File: src/rtl/spi_periph_pkg.sv
// spi_periph_pkg: shared types and sizes for the SPI peripheral slice.
// Holds the requester id enum and the register-file geometry.
package spi_periph_pkg;

  localparam int REGFILE_ADDR_W = 4;
  localparam int REGFILE_DATA_W = 8;

  typedef enum logic [1:0] {
    REQ_NONE = 2'd0,
    REQ_SPI  = 2'd1,
    REQ_DBG  = 2'd2,
    REQ_DISP = 2'd3
  } req_id_t;

endpackage

File: src/rtl/spi_regfile_arbiter_if.sv
// spi_regfile_arbiter_if: requester ports (spi/dbg/disp), memory port, busy.
// slave = arbiter side, master = requesters plus register-file macro.
interface spi_regfile_arbiter_if
  import spi_periph_pkg::*;
#(
  parameter int ADDR_W = REGFILE_ADDR_W,
  parameter int DATA_W = REGFILE_DATA_W
);

  logic              spi_req;
  logic              spi_we;
  logic [ADDR_W-1:0] spi_addr;
  logic [DATA_W-1:0] spi_wdata;
  logic              spi_gnt;
  logic              spi_rvalid;
  logic [DATA_W-1:0] spi_rdata;

  logic              dbg_req;
  logic [ADDR_W-1:0] dbg_addr;
  logic              dbg_gnt;
  logic              dbg_rvalid;
  logic [DATA_W-1:0] dbg_rdata;

  logic              disp_req;
  logic [ADDR_W-1:0] disp_addr;
  logic              disp_gnt;
  logic              disp_rvalid;
  logic [DATA_W-1:0] disp_rdata;

  logic              mem_en;
  logic              mem_we;
  logic [ADDR_W-1:0] mem_addr;
  logic [DATA_W-1:0] mem_wdata;
  logic [DATA_W-1:0] mem_rdata;

  logic              busy;

  modport slave (
    input  spi_req, spi_we, spi_addr, spi_wdata,
    input  dbg_req, dbg_addr,
    input  disp_req, disp_addr,
    input  mem_rdata,
    output spi_gnt, spi_rvalid, spi_rdata,
    output dbg_gnt, dbg_rvalid, dbg_rdata,
    output disp_gnt, disp_rvalid, disp_rdata,
    output mem_en, mem_we, mem_addr, mem_wdata,
    output busy
  );

  modport master (
    output spi_req, spi_we, spi_addr, spi_wdata,
    output dbg_req, dbg_addr,
    output disp_req, disp_addr,
    output mem_rdata,
    input  spi_gnt, spi_rvalid, spi_rdata,
    input  dbg_gnt, dbg_rvalid, dbg_rdata,
    input  disp_gnt, disp_rvalid, disp_rdata,
    input  mem_en, mem_we, mem_addr, mem_wdata,
    input  busy
  );

endinterface

File: src/rtl/spi_regfile_arb_pick.sv
// spi_regfile_arb_pick: combinational one-hot grant picker.
// req/gnt bits {disp,dbg,spi}; rr_ptr 0=dbg next; starve {disp,dbg}.
module spi_regfile_arb_pick (
  input  logic [2:0] req,
  input  logic       rr_ptr,
  input  logic [1:0] starve,
  output logic [2:0] gnt
);

  logic [1:0] hungry;

  // stale counter values may outlive a dropped req
  assign hungry = starve & req[2:1];

  function automatic logic [1:0] rr_pick(
    input logic [1:0] cand,
    input logic       ptr
  );
    if (&cand) return ptr ? 2'b10 : 2'b01;
    return cand;
  endfunction

  always_comb begin
    gnt = '0;
    if (|hungry)
      gnt = {rr_pick(hungry, rr_ptr), 1'b0};
    else if (req[0])
      gnt = 3'b001;
    else
      gnt = {rr_pick(req[2:1], rr_ptr), 1'b0};
  end

endmodule

File: src/rtl/spi_regfile_arbiter.sv
// spi_regfile_arbiter: shares a 16x8 single-port regfile between spi,
// dbg and disp. Ports: clk, rst (sync, active-high), bus (slave modport).
// Optional SPI_ARB_STARVE_GUARD_EN: force-grant dbg/disp after STARVE_MAX.
module spi_regfile_arbiter
  import spi_periph_pkg::*;
#(
  parameter int ADDR_W     = REGFILE_ADDR_W,
  parameter int DATA_W     = REGFILE_DATA_W,
  parameter int STARVE_MAX = 7
) (
  input logic                  clk,
  input logic                  rst,
  spi_regfile_arbiter_if.slave bus
);

  logic [2:0]        req;
  logic [2:0]        gnt;
  logic [1:0]        starve;
  logic              rr_ptr;
  req_id_t           issue_tag;
  req_id_t           tag0;
  req_id_t           tag1;
  logic [DATA_W-1:0] spi_q;
  logic [DATA_W-1:0] dbg_q;
  logic [DATA_W-1:0] disp_q;

  assign req = {bus.disp_req, bus.dbg_req, bus.spi_req};

  spi_regfile_arb_pick u_pick (
    .req    (req),
    .rr_ptr (rr_ptr),
    .starve (starve),
    .gnt    (gnt)
  );

  assign bus.spi_gnt  = gnt[0];
  assign bus.dbg_gnt  = gnt[1];
  assign bus.disp_gnt = gnt[2];
  assign bus.mem_en   = |gnt;

  always_comb begin
    bus.mem_we    = 1'b0;
    bus.mem_addr  = '0;
    bus.mem_wdata = '0;
    issue_tag     = REQ_NONE;
    unique case (1'b1)
      gnt[0]: begin
        bus.mem_we    = bus.spi_we;
        bus.mem_addr  = bus.spi_addr;
        bus.mem_wdata = bus.spi_wdata;
        if (!bus.spi_we) issue_tag = REQ_SPI;
      end
      gnt[1]: begin
        bus.mem_addr = bus.dbg_addr;
        issue_tag    = REQ_DBG;
      end
      gnt[2]: begin
        bus.mem_addr = bus.disp_addr;
        issue_tag    = REQ_DISP;
      end
      default: ;
    endcase
  end

  // tag0: read issued last cycle, mem_rdata valid now
  // tag1: data captured last cycle, rvalid now
  always_ff @(posedge clk) begin
    if (rst) begin
      tag0   <= REQ_NONE;
      tag1   <= REQ_NONE;
      rr_ptr <= 1'b0;
      spi_q  <= '0;
      dbg_q  <= '0;
      disp_q <= '0;
    end else begin
      tag0 <= issue_tag;
      tag1 <= tag0;
      case (tag0)
        REQ_SPI:  spi_q  <= bus.mem_rdata;
        REQ_DBG:  dbg_q  <= bus.mem_rdata;
        REQ_DISP: disp_q <= bus.mem_rdata;
        default:  ;
      endcase
      if (gnt[1])
        rr_ptr <= 1'b1;
      else if (gnt[2])
        rr_ptr <= 1'b0;
    end
  end

  assign bus.spi_rvalid  = (tag1 == REQ_SPI);
  assign bus.dbg_rvalid  = (tag1 == REQ_DBG);
  assign bus.disp_rvalid = (tag1 == REQ_DISP);
  assign bus.spi_rdata   = spi_q;
  assign bus.dbg_rdata   = dbg_q;
  assign bus.disp_rdata  = disp_q;

  assign bus.busy = (|req)
                  | (tag0 != REQ_NONE)
                  | (tag1 != REQ_NONE);

`ifdef SPI_ARB_STARVE_GUARD_EN
  localparam int CNT_W = $clog2(STARVE_MAX + 1);
  localparam logic [CNT_W-1:0] CNT_MAX = CNT_W'(STARVE_MAX);

  logic [CNT_W-1:0] dbg_wait;
  logic [CNT_W-1:0] disp_wait;

  function automatic logic [CNT_W-1:0] wait_next(
    input logic             r,
    input logic             g,
    input logic [CNT_W-1:0] c
  );
    if (!r || g) return '0;
    if (c != CNT_MAX) return c + 1'b1;
    return c;
  endfunction

  always_ff @(posedge clk) begin
    if (rst) begin
      dbg_wait  <= '0;
      disp_wait <= '0;
    end else begin
      dbg_wait  <= wait_next(bus.dbg_req, gnt[1], dbg_wait);
      disp_wait <= wait_next(bus.disp_req, gnt[2], disp_wait);
    end
  end

  assign starve = {disp_wait == CNT_MAX, dbg_wait == CNT_MAX};
`else
  assign starve = 2'b00;
`endif

endmodule
File: src/flat_wrapper.sv
// flat-port wrapper written by rule: the top's interface ports become plain ports
module spi_regfile_arbiter_flat import spi_periph_pkg::*;
#(
  parameter int ADDR_W     = REGFILE_ADDR_W,
  parameter int DATA_W     = REGFILE_DATA_W,
  parameter int STARVE_MAX = 7
)
  (clk, rst, bus_spi_req, bus_spi_we, bus_spi_addr, bus_spi_wdata, bus_dbg_req, bus_dbg_addr, bus_disp_req, bus_disp_addr, bus_mem_rdata, bus_spi_gnt, bus_spi_rvalid, bus_spi_rdata, bus_dbg_gnt, bus_dbg_rvalid, bus_dbg_rdata, bus_disp_gnt, bus_disp_rvalid, bus_disp_rdata, bus_mem_en, bus_mem_we, bus_mem_addr, bus_mem_wdata, bus_busy);
  spi_regfile_arbiter_if #(.ADDR_W(ADDR_W), .DATA_W(DATA_W)) bus_i ();
  input logic clk;
  input logic rst;
  input wire logic [$bits(bus_i.spi_req)-1:0] bus_spi_req;
  input wire logic [$bits(bus_i.spi_we)-1:0] bus_spi_we;
  input wire logic [$bits(bus_i.spi_addr)-1:0] bus_spi_addr;
  input wire logic [$bits(bus_i.spi_wdata)-1:0] bus_spi_wdata;
  input wire logic [$bits(bus_i.dbg_req)-1:0] bus_dbg_req;
  input wire logic [$bits(bus_i.dbg_addr)-1:0] bus_dbg_addr;
  input wire logic [$bits(bus_i.disp_req)-1:0] bus_disp_req;
  input wire logic [$bits(bus_i.disp_addr)-1:0] bus_disp_addr;
  input wire logic [$bits(bus_i.mem_rdata)-1:0] bus_mem_rdata;
  output wire logic [$bits(bus_i.spi_gnt)-1:0] bus_spi_gnt;
  output wire logic [$bits(bus_i.spi_rvalid)-1:0] bus_spi_rvalid;
  output wire logic [$bits(bus_i.spi_rdata)-1:0] bus_spi_rdata;
  output wire logic [$bits(bus_i.dbg_gnt)-1:0] bus_dbg_gnt;
  output wire logic [$bits(bus_i.dbg_rvalid)-1:0] bus_dbg_rvalid;
  output wire logic [$bits(bus_i.dbg_rdata)-1:0] bus_dbg_rdata;
  output wire logic [$bits(bus_i.disp_gnt)-1:0] bus_disp_gnt;
  output wire logic [$bits(bus_i.disp_rvalid)-1:0] bus_disp_rvalid;
  output wire logic [$bits(bus_i.disp_rdata)-1:0] bus_disp_rdata;
  output wire logic [$bits(bus_i.mem_en)-1:0] bus_mem_en;
  output wire logic [$bits(bus_i.mem_we)-1:0] bus_mem_we;
  output wire logic [$bits(bus_i.mem_addr)-1:0] bus_mem_addr;
  output wire logic [$bits(bus_i.mem_wdata)-1:0] bus_mem_wdata;
  output wire logic [$bits(bus_i.busy)-1:0] bus_busy;
  assign bus_i.spi_req = bus_spi_req;
  assign bus_i.spi_we = bus_spi_we;
  assign bus_i.spi_addr = bus_spi_addr;
  assign bus_i.spi_wdata = bus_spi_wdata;
  assign bus_i.dbg_req = bus_dbg_req;
  assign bus_i.dbg_addr = bus_dbg_addr;
  assign bus_i.disp_req = bus_disp_req;
  assign bus_i.disp_addr = bus_disp_addr;
  assign bus_i.mem_rdata = bus_mem_rdata;
  assign bus_spi_gnt = bus_i.spi_gnt;
  assign bus_spi_rvalid = bus_i.spi_rvalid;
  assign bus_spi_rdata = bus_i.spi_rdata;
  assign bus_dbg_gnt = bus_i.dbg_gnt;
  assign bus_dbg_rvalid = bus_i.dbg_rvalid;
  assign bus_dbg_rdata = bus_i.dbg_rdata;
  assign bus_disp_gnt = bus_i.disp_gnt;
  assign bus_disp_rvalid = bus_i.disp_rvalid;
  assign bus_disp_rdata = bus_i.disp_rdata;
  assign bus_mem_en = bus_i.mem_en;
  assign bus_mem_we = bus_i.mem_we;
  assign bus_mem_addr = bus_i.mem_addr;
  assign bus_mem_wdata = bus_i.mem_wdata;
  assign bus_busy = bus_i.busy;
  spi_regfile_arbiter #(.ADDR_W(ADDR_W), .DATA_W(DATA_W), .STARVE_MAX(STARVE_MAX)) u_core (.clk(clk), .rst(rst), .bus(bus_i));
endmodule
File: config.mk
export PLATFORM = sky130hd
export DESIGN_NAME = spi_regfile_arbiter_flat
export DESIGN_NICKNAME = d
export VERILOG_FILES = /design/src/rtl/spi_periph_pkg.sv /design/src/rtl/spi_regfile_arbiter_if.sv /design/src/rtl/spi_regfile_arb_pick.sv /design/src/rtl/spi_regfile_arbiter.sv /design/src/flat_wrapper.sv
export SDC_FILE = /design/constraint.sdc
export NUM_CORES = 1
export LEC_CHECK = 0
export CAP_MARGIN = 20
export CORE_MARGIN = 4
export CORE_UTILIZATION = 36
export DETAILED_ROUTE_END_ITERATION = 16
export PLACE_DENSITY = 0.81
export SLEW_MARGIN = 20
export SYNTH_ARGS = -nofsm -noshare
export SYNTH_HDL_FRONTEND = slang
export SYNTH_SLANG_ARGS = --single-unit
File: constraint.sdc
create_clock -name clk -period 1.4 [get_ports clk]
set_input_delay 0.14 -clock clk [delete_from_list [all_inputs] [get_ports clk]]
set_output_delay 0.14 -clock clk [all_outputs]
set_load 0.03 [all_outputs]
# [Word level (Yosys, flattened, before mapping)]
# Cells that the tools add are included.
[op_classes] n_eq_ne=6 muxes=13 bitwise=2 n_reduce_logical=6
[op_table] operator="one-hot mux 4 bit (3 select lines)" count=1
[op_table] operator="equality test 2 bit, second input constant" count=4
[op_table] operator="2-to-1 mux 8 bit" count=1
[op_table] operator="2-to-1 mux 1 bit" count=6
[op_table] operator="2-to-1 mux 2 bit" count=3
[op_table] operator="one-hot mux 2 bit (3 select lines)" count=1
[op_table] operator="nonzero test 2 bit" count=3
[op_table] operator="OR reduction 3 bit" count=2
[op_table] operator="equality test 2 x 1 -> 1 bit, second input constant" count=2
[op_table] operator="2-to-1 mux 3 bit" count=1
[op_table] operator="OR 1 bit" count=2
[op_table] operator="AND reduction 2 bit" count=1
[word_totals] register_bits=29 inputBits=34 out_inout_bits=45 elab_cells=33

# [Longest topological paths before layout]
[logic_depth] depth_word=7 depth_mapped=4 ltp_nobuf=3

# [Modules after synthesis]
# From an unflattened synthesis, not the netlist that was laid out.
[hier_totals] cells_unflattened=140 area_unflattened_um2=1423.9
[modules_own_cells] mod="spi_regfile_arbiter" instances=1 cells_per_inst=132 area_each_um2=1362.6 seq_area_each_um2=580.6
[modules_own_cells] mod="spi_regfile_arb_pick" instances=1 cells_per_inst=8 area_each_um2=61.3 seq_area_each_um2=0.0

# [Worst setup path before layout]
# No wires, ideal clock.
[synth_path] path_type="register to output" from="register u_core.rr_ptr" to="output bus_mem_addr[0]" t_arrival_ps=1212 required_time_ps=1260 setup_slack_ps=48 stages_incl_launch_ff=3 path_buffers=0 path_cell_list="dfxtp_1 a211oi_4 a221o_1"
[synth_between] elab_chain_len=5
[synth_lines] item="start: declaration" line="spi_regfile_arbiter.sv:19" source="logic rr_ptr;"
[synth_lines] item="start signal: assignment" line="spi_regfile_arbiter.sv:71" source="rr_ptr <= 1'b0;"
[synth_lines] item="start signal: assignment" line="spi_regfile_arbiter.sv:85" source="rr_ptr <= 1'b1;"
[synth_lines] item="start signal: assignment" line="spi_regfile_arbiter.sv:87" source="rr_ptr <= 1'b0;"
[synth_lines] item="2-to-1 mux 2 bit (2 in a row)" line="spi_regfile_arb_pick.sv:19" source="if (&cand) return ptr ? 2'b10 : 2'b01;"
[synth_lines] item="2-to-1 mux 2 bit" line="spi_regfile_arb_pick.sv:20" source="return cand;"
[synth_lines] item="2-to-1 mux 3 bit" line="spi_regfile_arb_pick.sv:27" source="else if (req[0])"
[synth_lines] item="net bus_dbg_gnt" line="flat_wrapper.sv:24" source="output wire logic [$bits(bus_i.dbg_gnt)-1:0] bus_dbg_gnt;"
[synth_lines] item="one-hot mux 4 bit (3 select lines)" line="spi_regfile_arbiter.sv:46" source="unique case (1'b1)"
[synth_lines] item="end: declaration" line="flat_wrapper.sv:32" source="output wire logic [$bits(bus_i.mem_addr)-1:0] bus_mem_addr;"
# The timed path passes the listed nets, and every way through them passes these cells. The select of a mux whose other input is x is not followed.

# [Final worst setup path]
[layout_path] from="register u_core.rr_ptr" to="output bus_mem_addr[0]"
[layout_between] elab_chain_len=5
[layout_lines] item="2-to-1 mux 2 bit (2 in a row)" line="spi_regfile_arb_pick.sv:19"
[layout_lines] item="2-to-1 mux 2 bit" line="spi_regfile_arb_pick.sv:20"
[layout_lines] item="2-to-1 mux 3 bit" line="spi_regfile_arb_pick.sv:27"
[layout_lines] item="one-hot mux 4 bit (3 select lines)" line="spi_regfile_arbiter.sv:46"
# Every way passes these cells. The select of a mux whose other input is x is not followed.

==> flow_metrics.py <==
metrics = {
    "run_status": {
        "status": "finished, violations left",
        "violations": "setup timing",
    },
    "critical_path": {
        "critical_path_peak_fanout": 5,
        "startpoint_type": "flip-flop",
        "crit_required_ns": 1.26,
        "criticalPathCategory": "flip-flop to primary output",
        "end_kind": "primary output",
        "cp.arrival_ns": 1.42,
    },
    "yosys": {
        "synth_area_leaders": "dfxtp_1 48%, mux2i_1 13%, nor2_1 5.5%",
        "yosys_register_bits": 29,
        "async_flop_share": 0,
        "synthSimpleGateAreaFrac": 0.2387,
        "synth_top_area_share": 0.4754,
        "synth_top_family_by_area": "simple AND/OR/NAND/NOR gates",
        "synth.area.mux_share": 0.1311,
        "synth-edff-count": 0,
        "yosysUniqueCellTypes": 22,
        "synth.avg_cell_area_sq_um": 9.251,
        "syn_area_sq_mm": 0.001221,
        "yosys.area_share.adder": 0,
        "yosysWarningCount": 0,
        "synth_nets": 166,
        "synth-compound-area-share": 0.1127,
        "syn_inst": 132,
        "ys.flop_type": "dfxtp_1",
        "synthXorXnorAreaFrac": 0,
        "ys_seq_area_frac": 0.4754,
        "synth_top_area_cell": "dfxtp_1",
    },
    "placed_design": {
        "portBuffers": 78,
        "gp_congestion": 0.8188,
        "place_area_sq_mm": 0.002068,
        "place_ws_ns": -0.6814,
        "detailed_place_hpwl_um": 2974,
    },
    "sta": {
        "worst_pin_slew_ns": 0.3342,
        "hold_violations": 0,
        "slew_headroom": 0.7781,
        "fin_crit_ns": 1.564,
        "rsz0062_at_grt": "yes",
        "hold_slack_ns": 0.3972,
        "worst_slack_ns": -0.1639,
        "fin_skew_ns": 0.01256,
        "setup_tns_ns": -0.6807,
        "period_share": 1.117,
        "drv_slew": 0,
        "max_freq_mhz": 639.4,
        "setup_viol": 6,
    },
    "route": {
        "via_count": 1230,
        "ant_nets": 0,
        "routedWlPerCell_um": 13.60,
        "viasPerCell": 4.607,
        "drc": 0,
        "drt_iter0_drc": 44,
        "drtPass1Iterations": 4,
        "drt-total-wl_um": 3631,
    },
    "clocking": {
        "cts_tree": "done",
        "cts_hold_buf": 0,
        "cts_buffers": 5,
        "htreeDepth": 2,
        "clock_sinks": 29,
        "clkTransAtPathRegs_ns": 0.09,
        "clockBufferDepth": 2,
        "insertion_delay_ns": 0.33,
        "cts_root_buffer": "clkbuf_4",
    },
    "cells_and_area": {
        "drive_gt1_frac": 0.2691,
        "multi_input_area_sq_um": 608.1,
        "layout_common_cells": "30 x clkdlybuf4s50_1, 27 x dlygate4sd2_1, 25 x dfxtp_1",
        "n_fill_cell": 278,
        "n_antenna_cell": 0,
        "final_common_cell": "clkdlybuf4s50_1",
        "design_area_sq_mm": 0.002183,
        "nets": 256,
        "seq_area_sq_um": 590.6,
        "syn_to_final_growth_pct": 78.79,
    },
    "global_routing": {
        "grt_overflow": 0,
        "antenna_found_initial": 0,
        "use_met3": 0.06463,
        "grt_pass1_vias": 1194,
        "grt_max_degree": 19,
        "busiest_layer": "met2",
        "grt_util_met1": 0.1846,
        "gr-usage-met2": 0.3185,
        "grt.total_usage": 0.1791,
        "grt_pass1_wl_um": 5844,
    },
    "floorplan": {
        "ioPinCount": 79,
        "die_h_um": 66.24,
        "core_sq_mm": 0.003153,
        "initial_core_util": 0.3873,
        "fp.dieW_um": 66.24,
        "fp.dieArea_sq_mm": 0.004388,
        "fp-row-count": 20,
    },
    "power_and_ir_drop": {
        "powerDensity_mw_per_mm2": 950.7,
        "p_leak_nw": 1.078,
        "ir_drop_mv": 0.5340,
        "p_total_mw": 2.076,
    },
    "run": {
        "maxCapViolCount": 0,
    },
    "worst_hold_path": {
        "hold_class": "primary input to flip-flop",
    },
}
[metrics by stage]
stage / instances / util
global route: 267 / 0.6925
floorplan: 132 / -
detailed placement: 257 / 0.6560
global placement: 257 / 0.6560
finish: 267 / 0.6925
CTS: 267 / 0.6917
[metal layers]
metal  wire length (um)  part of all wire  up-vias
met5                  0                 0        -
met4                 70             0.019        0
met3                225             0.062        9
met2               1989              0.55       36
met1               1346              0.37      562
li1                   -                 -      623
[path summary, 6_finish.rpt]
path                                          startpoint  depth (start not counted)                  endpoint  slack [ns]
worst min-delay path                         bus_dbg_req                          4            u_core.tag0[1]        0.40
worst max register to register             u_core.rr_ptr                          4            u_core.tag0[0]        0.21
worst max-delay path                       u_core.rr_ptr                          3           bus_mem_addr[0]       -0.16
worst min register to register  u_core.bus.disp_rdata[2]                          2  u_core.bus.disp_rdata[2]        0.46
[worst max-delay path: stages (launching register included)]
cell and delay, ns:
dfxtp_4 0.37, o211a_4 0.26, a221o_1 0.33, buf_6 0.15
[power breakdown]
part / total, mW / switching [mW] / internal, mW
clock network: 0.714 / 0.290 / 0.424
registers: 0.874 / 0.0189 / 0.855
logic: 0.487 / 0.247 / 0.240
[area by class of cell]
type / count / share of cell area
inverters: 2 / 0.003438
clock inverters: 2 / 0.01719
clock buffers: 6 / 0.02350
multi-input cells: 92 / 0.2785
flip-flops and latches: 29 / 0.2705
well taps: 44 / 0.02521
repair buffers: 92 / 0.3817
[repair_timing]
action                     4_1_cts  5_1_grt
pin swaps                        5        3
gates cloned                     0        0
resized for setup               74        6
setup endpoints to repair       43       14
setup buffers                    2        0
hold endpoints to repair         0        0
[cell families (layout without fill, tap and decap cells)]
| kind of cell | count (synthesis) | in the layout |
|---|---|---|
| buffers and inverters | 11 | 102 |
| AOI/OAI and AO/OA | 17 | 17 |
| DFF | 29 | 29 |
| and+or+nand+nor | 59 | 59 |
| muxes | 16 | 16 |
[registers in the layout, indices dropped and copies added (netlist names)]
name / count
u_core.bus.dbg_rdata: 8
u_core.bus.disp_rdata: 8
u_core.bus.spi_rdata: 8
u_core.rr_ptr: 1
u_core.tag0: 2
u_core.tag1: 2
[synth_stat cells, types with 2 or more instances]
master,number
a21oi_1,8
a221o_1,4
and2_1,10
and2_2,4
buf_2,5
clkbuf_1,3
dfxtp_1,29
mux2i_1,16
nand2_1,10
nand2b_1,2
nand3_1,9
nor2_1,18
nor2b_1,4
o21ba_2,2
No activity file was read; power rests on OpenSTA's default activity.
